==> src/rtl/mux_arb_4to1_n.sv <==
// Registered 4:1 n-bit mux with per-source valid/ready handshakes and a
// single-entry output register. MODE 0 steers the channel chosen by sel;
// MODE 1 round-robin arbitrates among the four sources (sel is ignored).
module mux_arb_4to1_n #(
    parameter int n    = 8,
    parameter int MODE = 0
) (
    input  logic         clk,
    input  logic         reset,
    input  logic [n-1:0] src0,
    input  logic [n-1:0] src1,
    input  logic [n-1:0] src2,
    input  logic [n-1:0] src3,
    input  logic [3:0]   vld,
    output logic [3:0]   rdy,
    input  logic [1:0]   sel,
    output logic [n-1:0] z,
    output logic         z_vld,
    input  logic         z_rdy,
    output logic [1:0]   grant
);

    logic         free;
    logic         request;
    logic         load;
    logic [1:0]   c;
    logic [1:0]   idx;
    logic [1:0]   last;
    logic [n-1:0] src_c;

    // Candidate channel: sel in MODE 0, first valid after 'last' in MODE 1.
    always_comb begin
        c       = '0;
        idx     = '0;
        request = 1'b0;
        if (MODE == 0) begin
            c       = sel;
            request = vld[sel];
        end else begin
            for (int unsigned k = 1; k <= 4; k++) begin
                idx = last + 2'(k);
                if (!request && vld[idx]) begin
                    c       = idx;
                    request = 1'b1;
                end
            end
        end
    end

    // Register is free when empty or being drained; reset blocks any accept.
    always_comb begin
        free = !z_vld | z_rdy;
        load = free & request & !reset;
        rdy  = '0;
        if (load) begin
            rdy[c] = 1'b1;
        end
    end

    // Data selection for the candidate channel.
    always_comb begin
        case (c)
            2'd0:    src_c = src0;
            2'd1:    src_c = src1;
            2'd2:    src_c = src2;
            default: src_c = src3;
        endcase
    end

    // Output register, grant index and round-robin pointer.
    always_ff @(posedge clk) begin
        if (reset) begin
            z     <= '0;
            z_vld <= 1'b0;
            grant <= '0;
            last  <= 2'd3;
        end else if (free) begin
            z_vld <= load;
            if (load) begin
                z     <= src_c;
                grant <= c;
                if (MODE == 1) begin
                    last <= c;
                end
            end
        end
    end

endmodule

==> config.mk <==
export PLATFORM = sky130hd
export DESIGN_NAME = mux_arb_4to1_n
export DESIGN_NICKNAME = d
export VERILOG_FILES = /design/src/rtl/mux_arb_4to1_n.sv
export SDC_FILE = /design/constraint.sdc
export NUM_CORES = 1
export LEC_CHECK = 0
export BUFFER_PORTS_ARGS = -buffer_cell sky130_fd_sc_hd__buf_4
export CORE_MARGIN = 2
export CORE_UTILIZATION = 30
export CTS_CLUSTER_DIAMETER = 80
export CTS_CLUSTER_SIZE = 25
export DETAILED_ROUTE_END_ITERATION = 16
export PLACE_DENSITY = 0.69
export SYNTH_ARGS = -nofsm -noshare
export SYNTH_HDL_FRONTEND = slang
export SYNTH_SLANG_ARGS = --single-unit
==> constraint.sdc <==
create_clock -name clk -period 3.6 [get_ports clk]
set_clock_uncertainty 0.15 [all_clocks]
set_input_delay 0.36 -clock clk [delete_from_list [all_inputs] [get_ports clk]]
set_output_delay 0.36 -clock clk [all_outputs]
set_load 0.05 [all_outputs]
Word level (Yosys, flattened, before mapping). Cells that the tools add are included.

Register bits: 11. Bits of input ports: 41. Output and inout bits: 15. Word-level logic and storage cells: 21.

$lt $le $gt $ge: 2. Eq/ne operators: 2. Mux-type cells: 6. Bitwise logic cells: 3. Reduce and logical (&&, ||, !) cells: 5.

Operator list (number): one-hot mux 8 bit (3 select lines) (1); two-way mux 4 bit (1); less-than comparator 2 x 3 -> 1 bit, second input constant (1); bitwise AND 1 bit (2); binary-select mux 1 bit (select 2 bit) (1); demux 1 bit (select 2 bit) (1); equality test 2 x 1 -> 1 bit, second input constant (1); equality test 2 bit, second input constant (1); >= comparator 2 x 1 -> 1 bit, second input constant (1); zero test 1 bit (2); zero test 2 bit (1); two-way mux 1 bit (2); AND reduction 2 bit (1); logical AND 1 bit (1); OR 1 bit (1).

Longest topological paths before layout.
Depth in word-level cells: 5. Gate-level depth with buffers: 5. Mapped depth without buffers: 3.

Least setup slack after synthesis. No wires, ideal clock.

Path kind: flip-flop to output port. From: register z_vld. To: output rdy[0]. Arrival: 1689 ps. Data required time: 3090 ps. Slack: 1401 ps. Stages on the path, launching flop included: 4. Buffers on the path: 0. Cells stage by stage: dfxtp_1 -> nor2b_1 -> or3_1 -> nor2_1.

Word-level cells in the longest chain between the ends: 5.

RTL lines: start: declaration (line 18) `output logic z_vld,`; start signal: assignment (line 78) `z_vld <= load;`; zero test 1 bit (line 52) `free = !z_vld | z_rdy;`; OR 1 bit (line 52); bitwise AND 1 bit (2 in a row) (line 53) `load = free & request & !reset;`; two-way mux 4 bit (line 55) `if (load) begin`; end: declaration (line 15) `output logic [3:0] rdy,`.

Every way passes these cells.

Worst setup path in the final report. Same ends and word-level chain as after synthesis.

==> reports/metrics.sh <==
P_SW_FRAC=0.343
NFILLCELLS=233
POST_CTS_RESIZED=0
FLOP_AND_LATCH_COUNT_OUT_OF_SYNTHESIS=11
POWER.DENSITY_mW_PER_MM2=324
DRIVE_GT1_FRAC=0.578
CLOCK_BUFFERS_CREATED_BY_TRITONCTS=3
WORSTSKEWPAIRLATENCY_NS=0.27
SYNTH_AREA_UM2=754
POST_SYNTH_NUM_CELL_TYPES=20
CTS_HOLD_BUF=0
POST-CTS-SETUP-BUFFER-COUNT=0
SETUP_VIOL_COUNT_FINAL=0
DIEWIDTH_UM=54.2
GRT_FIRST_PASS_WIRELENGTH_UM=3170
HOLD_VIOL=0
CTS_TREE='built'
POWER.NET_SWITCHING_W=0.000132
SYNTH_WARN=0
PLACED_CELL_AREA_MM2=0.00115
RR_ENDPOINT='z[0]'
TIMING.CRITICAL_PATH.TO='rdy[0]'
WORST_SLACK_NS=1.66
PERIOD_MINUS_SLACK_NS=1.94
FIN_NETS=158
GROUTE.USAGE.OVERALL=0.154
POWER.LEAKAGE_nW=0.543
SYN_AREA_PER_CELL_UM2=11.8
SYNTH_NETS=105
SETUP.WORST_PATH.START='z_vld'
ANTENNADIODECOUNT=0
SEQ_POWER_SHARE=0.368
MOSTFREQUENTLAYOUTCELLS='55 x sky130_fd_sc_hd__buf_4, 11 x sky130_fd_sc_hd__dfxtp_1, 10 x sky130_fd_sc_hd__and4_1'
GRT_MAX_DEGREE=21
HOLD_PATH.CLASS='primary input to register'
SLEW-LIMIT-HEADROOM=0.675
SETUP.WORST_PATH.END_CLASS='output pin'
SYNTH-SEQ-AREA-SHARE=0.292
NUMBER_OF_MAXIMUM_CAPACITANCE_VIOLATIONS=0
INITIAL_UTILIZATION=0.310
RSZ0062_AT_GRT='no'
FIRST_GLOBAL_VIAS=724
SYNTHTOLAYOUTAREAGROWTH_PCT=56.6
REGISTER_CLOCK_PIN_SLEW_ON_THE_REPORTED_WORST_SETUP_AND_HOLD_PATHS_NS=0.07
CTS-ROOT-TO-SINK-BUFFERS=2
SETUP-TNS-FINAL_NS=0
PLACE.GP.CONGESTION=0.665
DP_HPWL_UM=1740
INTERNAL_POWER_W=0.000252
GRT.OVERFLOW.TOTAL=0
MAX_STAGE_DELAY_NS=0.33
ARRIVAL_NS=1.43
DESIGN.CORE.AREA_MM2=0.00243
P_CLK_FRAC=0.213
FINALMAXSLEWVIOLATIONS=0
FLOORPLAN.ROWS=18
CTS_ROOT_BUFFER='sky130_fd_sc_hd__clkbuf_4'
PERIOD_SHARE=0.538
TIMING_WORST_SLEW_PIN_VALUE_NS=0.486
DIE_AREA_MM2=0.00293
POST_DETAILED_ROUTE_VIA_TO_CELL_RATIO=5.44
SYNTH_CELLS=64
NUMBER_OF_ANTENNA_VIOLATIONS_AT_THE_FIRST_CHECK_IN_GLOBAL_ROUTING=0
CP_SLOWEST_CELL='sky130_fd_sc_hd__or3_1'
R2R_START='z_vld'
CP_CELL_SEQUENCE='nor2b_1, or3_1, nor2_1, buf_4'
CTS_NUM_SINKS=11
POWER.COMBINATIONAL.FRACTION=0.419
RR_WORST_DEPTH=3
CRITICAL_PATH_CLASS='register to output pin'
FINALCOREUTILIZATION=0.486
CRITICAL_PATH_REQUIRED_NS=3.09
DRT-WIRELENGTH-PER-CELL_UM=14.9
MOSTFREQUENTLAYOUTCELL='sky130_fd_sc_hd__buf_4'
RRSETUPSLACK_NS=2.18
ROUTED_ANTENNA_NETS=0
MAX_CLOCK_FREQ_GHz=0.516
CTS_HTREE_LEVELS=1
IR_WORST_VDD_mV=0.162
DRC=0
STDCELL_AREA_MM2=0.00118
IOS=56
RESULT_OF_THE_RUN='finished clean'
DRTITER0DRC=10
STARTPOINT_TYPE='register'
NUM_VIAS=794
PLACE_WORST_SETUP_SLACK_NS=1.67
DETAILED_ROUTER_ITERATION_COUNT_BEFORE_ANTENNA_REPAIR=4
CHIPHEIGHT_UM=54.2
ROUTED_WL_UM=2170
WORSTPATHMAXFANOUT=4
BUFFER_PORTS.INSERTED=55
==> worst min path at each step <==
stage	depth (start not counted)	slack, ns	to	startpoint
finish	2	0.14	z_vld	reset
global route	2	0.14	z_vld	reset
CTS	2	0.14	z_vld	reset
detailed placement	1	0.32	z[3]	z[3]
global placement	1	0.31	z[0]	z[0]
floorplan	1	0.28	z_vld	reset
==> power groups by stage <==
stage | Clock, W | Combinational, W | Sequential (W)
final | 0.0000815 | 0.000160 | 0.000141
after floorplan | 0 | 0.0000578 | 0.000187
after global routing | 0.0000885 | 0.000171 | 0.000143
after detailed placement | 0 | 0.000162 | 0.000144
after CTS | 0.0000823 | 0.000163 | 0.000141
after global placement | 0 | 0.000158 | 0.000144
==> critical path: cells and delay by family (launching register included) <==
kind | cells | cell delay (ns)
simple gates | 3 | 0.63
flops | 1 | 0.32
buf+inv | 1 | 0.21
==> layout make-up <==
class	count	area, um2	area share
Multi-Input combinational cell	45	480	0.407
Clock buffer	4	26.3	0.0222
Timing Repair Buffer	55	413	0.350
Sequential cell	11	220	0.186
Tap cell	30	37.5	0.0318
Inverter	1	3.75	0.00318
==> state kept, by name (all words and copies together) (netlist names) <==
register  count
z_vld         1
grant         2
z             8
==> through the flow <==
step	hold WS [ns]	instances	power, W
floorplan	0.282	64	0.000245
global placement	0.310	142	0.000302
detailed placement	0.318	142	0.000306
CTS	0.140	146	0.000386
global route	0.136	146	0.000403
finish	0.139	146	0.000383
==> per-layer routing <==
layer | part of all wire | vias to the layer above | global-route usage
met3 | 0.12 | 5 | 0.0333
met2 | 0.46 | 48 | 0.249
met4 | 0.014 | 0 | 0.0750
met1 | 0.41 | 369 | 0.191
met5 | 0 | - | 0
li1 | - | 372 | -
==> Yosys cell counts <==
cell,count,share of area
sky130_fd_sc_hd__inv_1,1,0.0050
sky130_fd_sc_hd__a2111oi_0,1,0.012
sky130_fd_sc_hd__and4_1,10,0.12
sky130_fd_sc_hd__nor2b_1,1,0.0083
sky130_fd_sc_hd__a31oi_1,1,0.0083
sky130_fd_sc_hd__mux4_1,2,0.070
sky130_fd_sc_hd__a31o_1,9,0.10
sky130_fd_sc_hd__mux2_2,1,0.015
sky130_fd_sc_hd__and4b_1,1,0.013
sky130_fd_sc_hd__dfxtp_1,11,0.29
sky130_fd_sc_hd__nand2_1,1,0.0050
sky130_fd_sc_hd__nor2_1,6,0.030
sky130_fd_sc_hd__mux4_2,7,0.21
sky130_fd_sc_hd__or3_1,1,0.0083
sky130_fd_sc_hd__buf_6,3,0.045
sky130_fd_sc_hd__nand2b_1,2,0.017
sky130_fd_sc_hd__clkbuf_1,3,0.015
sky130_fd_sc_hd__buf_2,1,0.0066
sky130_fd_sc_hd__nand3_2,1,0.013
sky130_fd_sc_hd__nor4_1,1,0.0083
==> cell families (layout without fill, tap and decap cells) <==
| kind of cell | after synthesis | count (layout) | share of synthesized area |
|---|---|---|---|
| AOI/OAI and AO/OA | 11 | 11 | 0.124 |
| buffers and inverters | 8 | 60 | 0.0713 |
| DFF | 11 | 11 | 0.292 |
| muxes | 10 | 10 | 0.294 |
| and+or+nand+nor | 24 | 24 | 0.219 |
Note: power is estimated with default switching activity, not from simulation.
